<file path="src/rtl/fifo_serial_tx_pkg.sv">
// fifo_serial_tx_pkg: shared types and constants for the FIFO-draining serial transmitter.
//   tx_state_e  : frame sequencer states
//   BYTE_W      : width of one FIFO entry / one frame payload
//   IDLE_LEVEL  : line level while idle and during the stop bit
//   START_LEVEL : line level of the start bit
package fifo_serial_tx_pkg;

    localparam int unsigned BYTE_W      = 8;
    localparam logic        IDLE_LEVEL  = 1'b1;
    localparam logic        START_LEVEL = 1'b0;

    typedef enum logic [2:0] {
        StIdle,
        StFetch,
        StLoad,
        StStart,
        StData,
        StParity,
        StStop
    } tx_state_e;

    // Even parity: the returned bit makes the total count of ones even.
    function automatic logic even_parity(input logic [BYTE_W-1:0] b);
        return ^b;
    endfunction

endpackage

</file>
<file path="src/rtl/tx_bit_timer.sv">
// tx_bit_timer: baud counter for one serial bit period.
//   clk          : clock
//   reset        : synchronous active-high reset
//   clear        : hold the counter at 0 (asserted while not in a timed state)
//   bit_end      : high in the last cycle of a bit period (terminal count)
//   bit_end_next : high in the cycle before the terminal count
// The counter wraps to 0 on its own at terminal count, so a timed state entered
// on that edge always starts from 0.
module tx_bit_timer #(
    parameter int unsigned CLKS_PER_BIT = 4
) (
    input  logic clk,
    input  logic reset,
    input  logic clear,
    output logic bit_end,
    output logic bit_end_next
);

    localparam int unsigned    CntW      = (CLKS_PER_BIT > 1) ? $clog2(CLKS_PER_BIT) : 1;
    localparam logic [CntW-1:0] CntLast   = CntW'(CLKS_PER_BIT - 1);
    localparam logic [CntW-1:0] CntPenult = CntW'(CLKS_PER_BIT - 2);

    logic [CntW-1:0] cnt_q, cnt_d;

    always_comb begin
        cnt_d = cnt_q + CntW'(1);
        if (clear || bit_end) begin
            cnt_d = '0;
        end
    end

    always_ff @(posedge clk) begin
        if (reset) begin
            cnt_q <= '0;
        end else begin
            cnt_q <= cnt_d;
        end
    end

    assign bit_end      = (cnt_q == CntLast);
    // Lets the owner register a pulse that lands exactly on the terminal-count cycle.
    assign bit_end_next = !clear && (cnt_q == CntPenult);

endmodule

</file>
<file path="src/rtl/fifo_serial_tx.sv">
// fifo_serial_tx: pops bytes from a FIFO and sends each as a serial frame:
// start bit, 8 data bits LSB first, optional even-parity bit, stop bit.
//   clk        : clock, all state changes on the rising edge
//   reset      : synchronous active-high reset
//   fifo_data  : FIFO read data, valid the cycle after fifo_rd_en
//   fifo_empty : FIFO empty flag, only looked at while idle
//   fifo_rd_en : one-cycle pop request
//   tx         : serial line, idles high
//   busy       : high from the pop through the end of the stop bit
//   frame_done : one-cycle pulse in the last cycle of the stop bit
module fifo_serial_tx
    import fifo_serial_tx_pkg::*;
#(
    parameter int unsigned CLKS_PER_BIT = 4,
    parameter bit          PARITY_EN    = 1'b0
) (
    input  logic              clk,
    input  logic              reset,
    input  logic [BYTE_W-1:0] fifo_data,
    input  logic              fifo_empty,
    output logic              fifo_rd_en,
    output logic              tx,
    output logic              busy,
    output logic              frame_done
);

    tx_state_e         state_q;
    logic [BYTE_W-1:0] shreg_q;
    logic              parity_q;
    logic [2:0]        bit_idx_q;
    logic              tx_q;
    logic              rd_en_q;
    logic              busy_q;
    logic              frame_done_q;

    logic timer_clear;
    logic bit_end;
    logic bit_end_next;

    // Only the line-timed states run the baud counter.
    assign timer_clear = (state_q == StIdle) || (state_q == StFetch) || (state_q == StLoad);

    tx_bit_timer #(
        .CLKS_PER_BIT (CLKS_PER_BIT)
    ) u_bit_timer (
        .clk          (clk),
        .reset        (reset),
        .clear        (timer_clear),
        .bit_end      (bit_end),
        .bit_end_next (bit_end_next)
    );

    // tx is updated on the edge that enters each state, so the line always
    // shows the level belonging to the current state.
    always_ff @(posedge clk) begin
        if (reset) begin
            state_q      <= StIdle;
            shreg_q      <= '0;
            parity_q     <= 1'b0;
            bit_idx_q    <= '0;
            tx_q         <= IDLE_LEVEL;
            rd_en_q      <= 1'b0;
            busy_q       <= 1'b0;
            frame_done_q <= 1'b0;
        end else begin
            rd_en_q      <= 1'b0;
            frame_done_q <= 1'b0;
            unique case (state_q)
                StIdle: begin
                    tx_q <= IDLE_LEVEL;
                    if (!fifo_empty) begin
                        state_q <= StFetch;
                        rd_en_q <= 1'b1;
                        busy_q  <= 1'b1;
                    end
                end
                StFetch: begin
                    state_q <= StLoad;
                end
                StLoad: begin
                    shreg_q  <= fifo_data;
                    parity_q <= even_parity(fifo_data);
                    state_q  <= StStart;
                    tx_q     <= START_LEVEL;
                end
                StStart: begin
                    if (bit_end) begin
                        state_q   <= StData;
                        bit_idx_q <= '0;
                        tx_q      <= shreg_q[0];
                    end
                end
                StData: begin
                    if (bit_end) begin
                        shreg_q   <= shreg_q >> 1;
                        bit_idx_q <= bit_idx_q + 3'd1;
                        if (bit_idx_q == 3'd7) begin
                            if (PARITY_EN) begin
                                state_q <= StParity;
                                tx_q    <= parity_q;
                            end else begin
                                state_q <= StStop;
                                tx_q    <= IDLE_LEVEL;
                            end
                        end else begin
                            // Next bit is what sits in shreg[1] before the shift lands.
                            tx_q <= shreg_q[1];
                        end
                    end
                end
                StParity: begin
                    if (bit_end) begin
                        state_q <= StStop;
                        tx_q    <= IDLE_LEVEL;
                    end
                end
                StStop: begin
                    frame_done_q <= bit_end_next;
                    if (bit_end) begin
                        state_q <= StIdle;
                        busy_q  <= 1'b0;
                        tx_q    <= IDLE_LEVEL;
                    end
                end
                default: begin
                    state_q <= StIdle;
                    busy_q  <= 1'b0;
                    tx_q    <= IDLE_LEVEL;
                end
            endcase
        end
    end

    assign fifo_rd_en = rd_en_q;
    assign tx         = tx_q;
    assign busy       = busy_q;
    assign frame_done = frame_done_q;

endmodule
</file>
<file path="config.mk">
export PLATFORM = sky130hd
export DESIGN_NAME = fifo_serial_tx
export DESIGN_NICKNAME = d
export VERILOG_FILES = /design/src/rtl/fifo_serial_tx_pkg.sv /design/src/rtl/tx_bit_timer.sv /design/src/rtl/fifo_serial_tx.sv
export SDC_FILE = /design/constraint.sdc
export NUM_CORES = 1
export LEC_CHECK = 0
export ABC_AREA = 0
export BUFFER_PORTS_ARGS = -buffer_cell sky130_fd_sc_hd__buf_2
export CAP_MARGIN = 10
export CORE_UTILIZATION = 35
export DETAILED_ROUTE_END_ITERATION = 12
export PLACE_DENSITY = 0.54
export SLEW_MARGIN = 0
export SYNTH_ARGS = -nofsm -noshare
export SYNTH_HDL_FRONTEND = slang
export SYNTH_SLANG_ARGS = --single-unit
</file>
<file path="constraint.sdc">
create_clock -name clk -period 1.25 [get_ports clk]
set_input_delay 0.25 -clock clk [delete_from_list [all_inputs] [get_ports clk]]
set_output_delay 0.25 -clock clk [all_outputs]
set_load 0.02 [all_outputs]
</file>
==> reports/summary.txt <==
WL met3: 70 um
Post-Syn Area per Cell: 8.88 sq um
Pins Over Slew Limit: 0
top layer reached by signal wires: met4
Core Util, Final: 0.474
Die ar.: 3370 sq um
peak per-stage delay on the critical path: 0.35 ns
Final min period: 1.27 ns
vias in the first global route: 871
M1 WL: 1120 um
Synth async-reset ratio: 0
Clock Tree Buf Depth: 2
Mapped Cells: 124
Final setup viols: 3
Met2 Wirelength: 1130 um
run status: finished, violations left
failing checks: setup timing
DRC viols: 0
Leak Pwr: 0.525 nW
Tcrit/Tclk final: 1.02
drt total wl: 2360 um
Antenna Nets Post-Route: 0
# Max-Cap Violations: 0
synth unique cells: 34
YS warnings: 0
Die Width: 58.1 um
Synth Register Bits: 20
H-tree Lvls: 1
post-route setup slack: -0.0225 ns
Seq/Total Area, Yosys: 0.364
post-DP HPWL: 1670 um
Via density: 5.02
share of the synthesized area in the top cell type: 0.364
critical-path maximum fanout: 5
Hold Slack: 0.196 ns
DIE HEIGHT: 58.1 um
commonest cells in the netlist: nor2_1, dfxtp_1, a21oi_1
share of layout cells above drive strength 1: 0.438
Ports: 15
Synth area leaders: dfxtp_1, nor2_1, nor3_2
cell area after synthesis: 1100 sq um
WHS Path Cells: 4
gr ovfl total: 0
row cnt: 19
Hold Crit Class: in2reg
reg-to-reg endpoint: tx
largest area contributor in the netlist: dfxtp_1
ant diodes: 0
routability cong.: 0.762
Via Count: 934
syn nets: 139
Layout area overhead: 23.8%
WP data required: 1.48 ns
RR Startpoint: u_bit_timer.cnt_q[1]
Total Routing Usage GR: 0.151
number of cells on the critical path: 5
Worst Skew: 0.00107 ns
Post-synth EDFFs: 0
CP max-delay cell: dfxtp_2
ys flop type: dfxtp_1
final hold vios: 0
largest net degree at the start of global routing: 14
Setup crit end kind: register
final non-filler cell total: 186
Fmax: 786 MHz
Slew @ Worst Pin: 0.306 ns
CTS tree: done
Worst slew margin: 0.794
clock root cell: clkbuf_4
Placed Cells: 179
RSZ-0062 raised after global routing: yes
Critical Path AT: 1.50 ns
Core Region: 2880 sq um
port buffer count: 14
crit path kind: reg2reg
Buf+Inv Stages, Crit Path: 1
setup TNS: -0.0316 ns
average routed wire per standard cell: 12.7 um
crit path from: u_bit_timer.cnt_q[1]
pwr/cell area: 1110 nW/um^2
fillers: 286
worst vdd ir: 0.454 mV
Num CTS Buffers: 3
Pre-Repair DR Iteration Count: 4
Top delay family on crit path: compound AO/OA/AOI/OAI gates
Startpoint Class: register
flop2flop setup slack: -0.02 ns
most common cell in the netlist: nor2_1
Starting DRT DRC Count: 34
clock slew at reported path FFs: 0.12 ns
Setup WS pre-CTS: -0.0371 ns
CP cell instances: ha_4, buf_4, a221oi_2, a21oi_1, o31ai_1
Clk Latency, worst-skew pair: 0.31 ns
CTS Sinks: 20
CP Capture Point: tx
Initial Utilization: 0.383
first-pass GRT wire length: 3890 um
layout net count: 160
reg2reg path depth: 5
antenna violations before repair: 0
-- worst reg2reg max path: stages, from the launching register on --
cell and delay [ns]:
dfxtp_2 0.35, ha_4 0.18, buf_4 0.16, a221oi_2 0.32
a21oi_1 0.11, o31ai_1 0.07
-- area by class of cell --
class / instances / area, sq um / area share
Multi-Input combinational cell: 88 / 664 / 0.488
Sequential cell: 20 / 410 / 0.301
Timing Repair Buffer: 27 / 180 / 0.132
Tap cell: 42 / 52.6 / 0.0386
Clock buffer: 4 / 36.3 / 0.0266
Inverter: 5 / 18.8 / 0.0138
-- layer usage --
layer | track usage | vias up
met5 | 0 | -
met4 | 0.0714 | 0
met3 | 0.0268 | 5
met2 | 0.245 | 14
met1 | 0.194 | 434
li1 | - | 481
-- through the flow --
step | power [mW] | area (sq um)
after floorplan | 1.04 | 1130
after global placement | 1.12 | 1250
after detailed placement | 1.12 | 1250
after CTS | 1.52 | 1300
after global routing | 1.62 | 1360
final | 1.52 | 1360
-- cells by family after synthesis --
family	after synthesis	synth area share
buf+inv	16	0.0943
simple gates	57	0.291
mux	1	0.0102
flops	20	0.364
compound gates	26	0.195
fa+ha+maj	4	0.0455
-- registers in the layout, indices dropped and copies added (netlist names) --
register,cells
bit_idx_q,3
busy,1
state_q,3
fifo_rd_en,1
u_bit_timer.cnt_q,2
frame_done,1
shreg_q,8
tx,1
-- how the worst min path moves through the flow --
stage	from	end	slack [ns]
2_1_floorplan	u_bit_timer.cnt_q[0]	u_bit_timer.cnt_q[0]	0.42
3_3_place_gp	u_bit_timer.cnt_q[0]	u_bit_timer.cnt_q[0]	0.42
3_5_place_dp	u_bit_timer.cnt_q[0]	u_bit_timer.cnt_q[0]	0.44
4_1_cts	fifo_empty	fifo_rd_en	0.19
5_1_grt	fifo_empty	fifo_rd_en	0.20
6_report	fifo_empty	fifo_rd_en	0.20
-- repair_timing --
action	in CTS	in global routing
hold buffers	0	0
cloned	0	0
buffers inserted	2	1
endpoints found under the hold margin	0	0
pin swaps	2	2
setup endpoints to repair	10	14
resized for setup	2	13
-- cells in the final DEF, fill, tap and decap left out, drive strengths merged --
cell      n
a2111oi   1
a21o      1
a21oi    10
a221oi    2
a2bb2oi   1
and3      1
buf      27
clkbuf    4
dfxtp    20
ha        4
inv       5
mux2      1
nand2     4
nand2b    4
nand3     1
nand3b    1
nor2     29
nor2b     1
nor3     10
nor4      5
o21ai     1
o22ai     2
o31ai     1
o32a      7
or3       1
-- power by group --
group / total (mW) / switching, mW / internal [mW] / leakage (nW)
clock: 0.392 / 0.214 / 0.178 / 0.0210
combinational: 0.375 / 0.200 / 0.175 / 0.337
sequential: 0.751 / 0.0530 / 0.698 / 0.167
Note: power is estimated with default switching activity, not from simulation.
